--- src/rtl/axrm16_prod_accum.sv ---
// Saturating dot-product accumulator for the approximate multiplier's product stream; result is registered
// one cycle after the final beat, and no input is taken while a result waits for out_ready.
module axrm16_prod_accum #(
  parameter int PROD_W  = 32,
  parameter int ACC_W   = 40,
  parameter int VEC_LEN = 8
) (
  input  logic              clk,
  input  logic              rst,
  input  logic              in_valid,
  output logic              in_ready,
  input  logic [PROD_W-1:0] in_prod,
  input  logic              in_last,
  output logic              out_valid,
  input  logic              out_ready,
  output logic [ACC_W-1:0]  out_sum,
  output logic [7:0]        out_count,
  output logic              out_ovf
);

  localparam logic [7:0] VEC_LEN_C = 8'(VEC_LEN);

  typedef enum logic {ACC = 1'b0, DONE = 1'b1} state_t;

  typedef struct packed {
    logic [ACC_W-1:0] sum;
    logic [7:0]       count;
    logic             ovf;
  } res_t;

  state_t           state, state_nxt;
  logic [ACC_W-1:0] acc, acc_nxt;
  logic [7:0]       cnt, cnt_inc;
  logic             ovf, ovf_nxt;
  logic [ACC_W:0]   sum_ext;
  logic             accept, final_beat, release_res;
  res_t             res;

  assign accept      = in_valid && in_ready;
  assign release_res = out_valid && out_ready;
  assign cnt_inc     = cnt + 8'd1;
  assign final_beat  = accept && ((cnt_inc == VEC_LEN_C) || in_last);

  // One spare bit catches the carry; once saturated, acc is all-ones and any add re-saturates.
  assign sum_ext = {1'b0, acc} + {{(ACC_W + 1 - PROD_W){1'b0}}, in_prod};
  assign acc_nxt = sum_ext[ACC_W] ? {ACC_W{1'b1}} : sum_ext[ACC_W-1:0];
  assign ovf_nxt = ovf | sum_ext[ACC_W];

  always_ff @(posedge clk) begin
    if (rst) begin
      state <= ACC;
    end else begin
      state <= state_nxt;
    end
  end

  always_comb begin
    state_nxt = state;
    case (state)
      ACC:     if (final_beat)  state_nxt = DONE;
      DONE:    if (release_res) state_nxt = ACC;
      default: state_nxt = ACC;
    endcase
  end

  always_comb begin
    in_ready  = (state == ACC);
    out_valid = (state == DONE);
  end

  always_ff @(posedge clk) begin
    if (rst) begin
      acc <= '0;
      cnt <= '0;
      ovf <= 1'b0;
      res <= '0;
    end else begin
      if (accept) begin
        acc <= acc_nxt;
        cnt <= cnt_inc;
        ovf <= ovf_nxt;
      end
      if (final_beat) begin
        res <= '{sum: acc_nxt, count: cnt_inc, ovf: ovf_nxt};
      end
      if (release_res) begin
        acc <= '0;
        cnt <= '0;
        ovf <= 1'b0;
      end
    end
  end

  assign out_sum   = res.sum;
  assign out_count = res.count;
  assign out_ovf   = res.ovf;

endmodule

--- config.mk ---
export PLATFORM = sky130hd
export DESIGN_NAME = axrm16_prod_accum
export DESIGN_NICKNAME = d
export VERILOG_FILES = /design/src/rtl/axrm16_prod_accum.sv
export SDC_FILE = /design/constraint.sdc
export NUM_CORES = 1
export LEC_CHECK = 0
export CAP_MARGIN = 20
export CORE_MARGIN = 2
export CORE_UTILIZATION = 34
export DETAILED_ROUTE_END_ITERATION = 16
export MAX_ROUTING_LAYER = met4
export PLACE_DENSITY = 0.5
export SKIP_LAST_GASP = 1
export SYNTH_ARGS = -nofsm -noshare
export SYNTH_HDL_FRONTEND = slang
export SYNTH_SLANG_ARGS = --single-unit
--- constraint.sdc ---
create_clock -name clk -period 5.4 [get_ports clk]
set_input_delay 1.35 -clock clk [delete_from_list [all_inputs] [get_ports clk]]
set_output_delay 1.35 -clock clk [all_outputs]
set_load 0.005 [all_outputs]
* Yosys cells after proc, flatten, opt, wreduce, memory -nomap -nowiden *
Cells that the tools add are included.

word-level totals
  bits in latches = 0
  word-level logic and storage cells = 21
  memory bits (read-only) = 0
  RAM bits = 0
  memories = 0
  output and inout port bits = 51
  register bits = 99

cells by class
  div/mod/pow operators = 0
  equal/unequal tests = 1
  reductions and logical operators = 5
  shift-type cells = 0
  $mul = 0
  mux-type cells = 4
  bitwise gates (word level) = 2
  add/sub/neg operators = 2
  magnitude comparators = 0

operators with widths
  kind                                            count
  adder 40 x 32 -> 41 bit                         1
  2-to-1 mux 40 bit                               1
  adder 8 x 1 -> 8 bit (second input constant)    1
  == test 8 x 4 -> 1 bit (second input constant)  1
  logical AND 1 bit                               3
  2-to-1 mux 1 bit                                2
  one-hot mux 1 bit (2 select lines)              1
  OR reduction 2 bit                              1
  logical OR 1 bit                                1
  inverter 1 bit                                  1
  OR 1 bit                                        1

* Depth between registers and ports, before layout *
Gate-level depths: netlist (run 1).

  depth in word-level cells = 6
  gate-level depth with buffers = 11
  gate-level depth less buffers = 10

* Worst setup path after synthesis (run 1) *
OpenSTA, ideal clock, no wires.

  kind = input to register
  start = input port in_prod[0]
  end = register res (netlist bit out_sum[20])
  buffers on the path = 1
  arrival = 3,687 ps
  setup slack = 1,570 ps
  data required time = 5,257 ps
  stages = 11
  setup time = 143 ps
  cell sequence = ha_1 > fa_1 > a211oi_1 > o21ai_0 > o21a_1 > o211a_1 > o21bai_2 > a21oi_2 > buf_2 > nor3b_1 > a211oi_2

between the ends
  longest elaborated chain between the ends = 2

RTL lines
  element                  line  RTL
  start: declaration       12    input logic [PROD_W-1:0] in_prod,
  adder 40 x 32 -> 41 bit  45    assign sum_ext = {1'b0, acc} + {{(ACC_W + 1 - PROD_W){1'b0}}, in_prod};
  2-to-1 mux 40 bit        46    assign acc_nxt = sum_ext[ACC_W] ? {ACC_W{1'b1}} : sum_ext[ACC_W-1:0];
  end signal: assignment   84    res <= '{sum: acc_nxt, count: cnt_inc, ovf: ovf_nxt};
  end: declaration         37    res_t res;

Every way passes these cells.
A chain may end at the register's enable or synchronous reset.

* Worst setup path in the final report (run 1) *
  start = input port in_prod[0]
  end = register acc[3]

between the ends
  longest elaborated chain between the ends = 2

RTL lines
  element                  line  RTL
  adder 40 x 32 -> 41 bit  45
  2-to-1 mux 40 bit        46
  end signal: assignment   79    acc <= acc_nxt;
  end: declaration         32    logic [ACC_W-1:0] acc, acc_nxt;

Every way passes these cells.

==> summary.txt, run 1 <==
hold path start: out_sum[32]
Total Routing Usage GR: 19.4%
cts repair resizes: 0
gpl congestion: 0.886
syn_area_per_cell: 8.26 µm²
predominant post-synthesis flop cell: dfxtp_1
n_diodes: 0
most frequent cells in the layout: 121 x nor2_1, 99 x dfxtp_1, 86 x clkdlybuf4s50_1, 60 x a21oi_1, 55 x a211oi_1
ANT nets after route: 0
Syn Inst Count: 727
Post-CTS Hold Fix Bufs: 0
starting density of the core: 34.7%
Fmax: 0.220 GHz
Crit Path Class: in -> reg
crit path max fanout: 18
RSZ-0062 raised after global routing: no
clk buf depth: 2
I/O pin total: 88
CTS buffer count: 9
sequential area share after synthesis: 33.0%
clock latency on the worst-skew pair: 0.36 ns
hpwl dp: 12.5 mm
clk slew on worst S/H paths: 0.07 ns
# clock sinks: 99
Hold Path Class: reg -> reg
most common cell after layout, fill and taps aside: nor2_1
total chip power: 2.08 mW
area leader, netlist: dfxtp_1
Mapped Area: 6000 µm²
Fin. Hold Viols: 0
die area: 18700 µm²
Post-synth EDFFs: 0
area share of the largest cell type after synthesis: 33.0%
crit start category: primary input
wire per inst: 16.8 µm
critical path arrival: 4.80 ns
P_leak: 2.67 nW
WHS: 0.453 ns
core area: 17300 µm²
dpl ws: 0.475 ns
Synth-to-Final Area Change: 20.3%
H-tree depth: 3
layout cells sized above 1: 8.48%
Period Utilization, post-route: 84.2%
PnR worst setup slack: 0.852 ns
initial DRC count: 334
Slew Viols, Final: 0
outcome: complete, no violations
GR Overflow Total: 0
vias: 5458
DRC violations left: 0
Area contributors post-synth: dfxtp_1 33%, nor2_1 7.6%, a211oi_1 6.9%, ha_1 6.9%, a21oi_1 5.0%
Die Wd: 137 µm
fraction of registers with async set/reset: 0%
std cell rows: 48
pwr dens: 288 nW/µm²
postcts setup bufs: 0
final setup violation count: 0
vias per cell: 5.38
drt total wl: 17.0 mm
endpoint class of the critical path: flip-flop
Max Cap Violations: 0
Worst-Margin Slew: 0.954 ns
DRT Pass-1 Iters: 4
vias in the first global route: 5370
setup tns final: 0 ns
pin count of the biggest net entering global routing: 76
first-pass GRT wire length: 27.6 mm
CTS tree: built
Slew headroom: 36.4%
VDD IR-drop max: 0.162 mV
Crit path required time: 5.65 ns
NumNets Final: 856
Seq cells post-synth: 99
R2R Path Start: acc[0]
die height: 137 µm
unique cell type count in the Yosys netlist: 75
clock skew: 0.0106 ns
Tmin final: 4.55 ns
port bufs: 87
syn nets: 798
CP startpoint: in_prod[0]
Yosys warning total: 0
CTS Root Cell: clkbuf_16
antenna violations before repair: 0
==> metal layers <==
layer	GRT usage (%)	wire [µm]	vias up
li1	-	-	2766
met1	24.9	8200	2570
met2	31.3	7930	104
met3	2.52	585	18
met4	7.33	329	0
met5	-	0	-
==> cell usage after synthesis (all sizes together) (10+ instances only) <==
| master | instances |
|---|---|
| nor2 | 122 |
| xnor2 | 25 |
| a21oi | 62 |
| inv | 16 |
| nand3 | 13 |
| a21o | 10 |
| dfxtp | 99 |
| clkbuf | 27 |
| o21ai | 36 |
| ha | 33 |
| a211oi | 69 |
| nor3 | 15 |
| and3 | 10 |
| nand2 | 52 |
| buf | 20 |
| xor2 | 14 |
==> logic make-up (layout without fill, tap and decap cells) <==
family / Yosys count / count (layout) / share of synthesized area [%]
compound gates: 238 / 238 / 28.6
xor+xnor: 39 / 39 / 5.69
fa+ha+maj: 34 / 34 / 7.21
buf+inv: 63 / 126 / 5.61
flops: 99 / 99 / 33.0
mux: 2 / 2 / 0.354
simple gates: 252 / 252 / 19.6
==> worst max-delay path, stage by stage <==
cell	delay, ns
clkdlybuf4s50_1	0.46
ha_1	0.21
fa_1	0.25
a211oi_1	0.09
o21ai_0	0.33
o21a_1	0.25
o211a_1	0.21
o21bai_2	0.13
a21oi_2	0.78
buf_4	0.39
nor2_1	0.10
a211oi_1	0.24
==> final cells by class <==
class                      instances  area [µm²]
sequential                        99        1980
clock buffer                      11         243
multi-input combinational        565        3700
tap                              225         282
clock inverter                     5        35.0
inverter                          16        60.1
timing repair buffer              94         918
fill                            1742       10100
==> worst paths after layout <==
check | slack [ns] | depth (start not counted) | to
worst min register to register | 0.45 | 2 | out_sum[32]
worst min-delay path | 0.45 | 2 | out_sum[32]
worst max-delay path | 0.85 | 12 | acc[3]
worst max register to register | 1.97 | 11 | acc[3]
==> flip-flops by register name (all words and copies together), names as in the netlist <==
name	count
out_valid	1
acc	40
out_count	8
ovf	1
out_ovf	1
cnt	8
out_sum	40
==> where the power goes <==
group,internal (mW),switching (mW)
Combinational,0.264,0.363
Sequential,0.787,0.0377
Clock,0.328,0.300
==> per-stage QoR <==
step	cell area (µm²)	utilization, %	instances
2_1_floorplan	6000	-	727
3_3_place_gp	6950	40.2	999
3_5_place_dp	6950	40.2	999
4_1_cts	7220	41.8	1015
5_1_grt	7220	41.8	1015
6_report	7220	41.8	1015
Power figures use the tool's default switching activity.
==> run 2: changes to the inputs <==
- PLACE_DENSITY: 0.5 -> 0.52
- clock period: 5.4 -> 3.8 ns (I/O delays scaled with it)
==> summary.txt, run 2 (synthesized netlist as in run 1, its figures left out) <==
most common cell after layout, fill and taps aside: nor2_1 (unchanged)
vias in the first global route: 5468 (was 5370)
WP buf/inv: 2 (unchanged)
Period Utilization, post-route: 94.1%
most frequent cells in the layout: 121 x nor2_1, 99 x dfxtp_1, 86 x clkdlybuf4s50_1, 60 x a21oi_1, 55 x a211oi_1 (unchanged)
worst path cell trace: clkdlybuf4s50_1 > ha_1 > fa_1 > a211oi_1 > o21ai_1 > o21a_1 > o211a_1 > o21bai_2 > a21oi_2 > buf_12 > nor3_1 > a211oi_1 (was clkdlybuf4s50_1 > ha_1 > fa_1 > a211oi_1 > o21ai_0 > o21a_1 > o211a_1 > o21bai_2 > a21oi_2 > buf_4 > nor2_1 > a211oi_1)
pin count of the biggest net entering global routing: 52 (was 76)
DRC violations left: 0 (unchanged)
gpl congestion: 0.923 (was 0.886)
P_leak: 2.90 nW (was 2.67 nW)
wire per inst: 16.4 µm (was 16.8 µm)
Total Routing Usage GR: 19.4% (about the same)
final setup violation count: 0 (unchanged)
clk buf depth: 2 (unchanged)
ANT nets after route: 0 (unchanged)
H-tree depth: 3 (unchanged)
Post-CTS Hold Fix Bufs: 0 (unchanged)
Fin. Hold Viols: 0 (unchanged)
starting density of the core: 34.7% (unchanged)
Tmin final: 3.58 ns
vias: 5689 (was 5458)
Die Wd: 137 µm (unchanged)
# clock sinks: 99 (unchanged)
die area: 18700 µm² (unchanged)
vias per cell: 5.37 (was 5.38)
CTS buffer count: 9 (unchanged)
drt total wl: 17.3 mm (was 17.0 mm)
Top Family by Delay on Critical Path: compound AO/OA/AOI/OAI gates (unchanged)
CTS Root Cell: clkbuf_16 (unchanged)
total chip power: 3.08 mW (was 2.08 mW)
Crit Path Class: in -> reg (unchanged)
antenna violations before repair: 0 (unchanged)
layout cells sized above 1: 13.5% (was 8.48%)
critical path's most frequent cell: a211oi_1 (unchanged)
PnR worst setup slack: 0.223 ns (was 0.852 ns)
setup tns final: 0 ns (unchanged)
endpoint class of the critical path: flip-flop (unchanged)
initial DRC count: 343 (was 334)
core area: 17300 µm² (unchanged)
pwr dens: 405 nW/µm² (was 288 nW/µm²)
RSZ-0062 raised after global routing: no (unchanged)
slowest CP cell: clkdlybuf4s50_1 (was a21oi_2)
outcome: complete, no violations (unchanged)
clock skew: 0.0106 ns (about the same)
clk slew on worst S/H paths: 0.07 ns (about the same)
DRT Pass-1 Iters: 5 (was 4)
crit path max fanout: 20 (was 18)
std cell rows: 48 (unchanged)
Fmax: 0.280 GHz
clock latency on the worst-skew pair: 0.36 ns (about the same)
Worst-Margin Slew: 0.701 ns (was 0.954 ns)
port bufs: 87 (unchanged)
WHS: 0.452 ns (was 0.453 ns)
die height: 137 µm (unchanged)
Util after Layout: 44.0% (was 41.8%)
crit start category: primary input (unchanged)
I/O pin total: 88 (unchanged)
Slew headroom: 53.3% (was 36.4%)
Final Instance Count excl. Fillers: 1059 (was 1015)
dpl ws: -0.212 ns (was 0.475 ns)
dpl cells: 1043 (was 999)
Crit path required time: 4.01 ns (was 5.65 ns)
Hold Path Class: reg -> reg (unchanged)
GR Overflow Total: 0 (unchanged)
critical path arrival: 3.79 ns (was 4.80 ns)
first-pass GRT wire length: 27.9 mm (was 27.6 mm)
CTS tree: built (unchanged)
n_diodes: 0 (unchanged)
Max Cap Violations: 0 (unchanged)
DP Area: 7310 µm² (was 6950 µm²)
hpwl dp: 12.9 mm (was 12.5 mm)
VDD IR-drop max: 0.261 mV (was 0.162 mV)
Slew Viols, Final: 0 (unchanged)
Synth-to-Final Area Change: 26.8% (was 20.3%)
slowest stage delay, CP: 0.41 ns (was 0.78 ns)
fin area: 7610 µm² (was 7220 µm²)
NumNets Final: 900 (was 856)
-- run 2: area by class of cell --
| class | count | area, µm² |
|---|---|---|
| clock buffers | 9 | 225 |
| clock inverters | 7 | 67.6 |
| fillers | 1723 | 9690 |
| inverters | 16 | 60.1 |
| multi-input cells | 565 | 3710 |
| flip-flops and latches | 99 | 1980 |
| well taps | 225 | 282 |
| repair buffers | 138 | 1290 |
-- run 2: metal layers --
metal | wire length, µm | up-vias | part of all wire [%] | GRT usage [%]
li1 | - | 2849 | - | -
met1 | 8460 | 2665 | 49 | 25.7
met2 | 7850 | 154 | 45 | 30.8
met3 | 731 | 21 | 4.2 | 2.44
met4 | 279 | 0 | 1.6 | 5.96
met5 | 0 | - | 0 | -
-- run 2: timing repair --
action                     CTS  global route
setup endpoints to repair    0            13
buffers inserted             0             0
resized for setup            0             3
-- run 2: report_power, final --
| part | switching, mW | total, mW | internal (mW) |
|---|---|---|---|
| Sequential | 0.0519 | 1.17 | 1.12 |
| Combinational | 0.535 | 0.977 | 0.442 |
| Clock | 0.469 | 0.933 | 0.464 |
-- run 2: worst paths after layout --
check	start	endpoint	slack (ns)	cells after the start
worst max-delay path	in_prod[0]	out_sum[8]	0.22	12
worst min register to register	out_sum[32]	out_sum[32]	0.45	2
worst max register to register	cnt[0]	out_sum[16]	0.75	9
worst min-delay path	out_sum[32]	out_sum[32]	0.45	2
-- run 2: worst reg2reg max path, cell delays in order (launching register included) --
cell,delay (ns)
dfxtp_1,0.39
ha_1,0.28
and3_1,0.25
a311o_1,0.35
mux2_2,0.27
o31ai_2,0.29
a32o_4,0.52
buf_4,0.34
nor2_1,0.09
a211oi_2,0.19
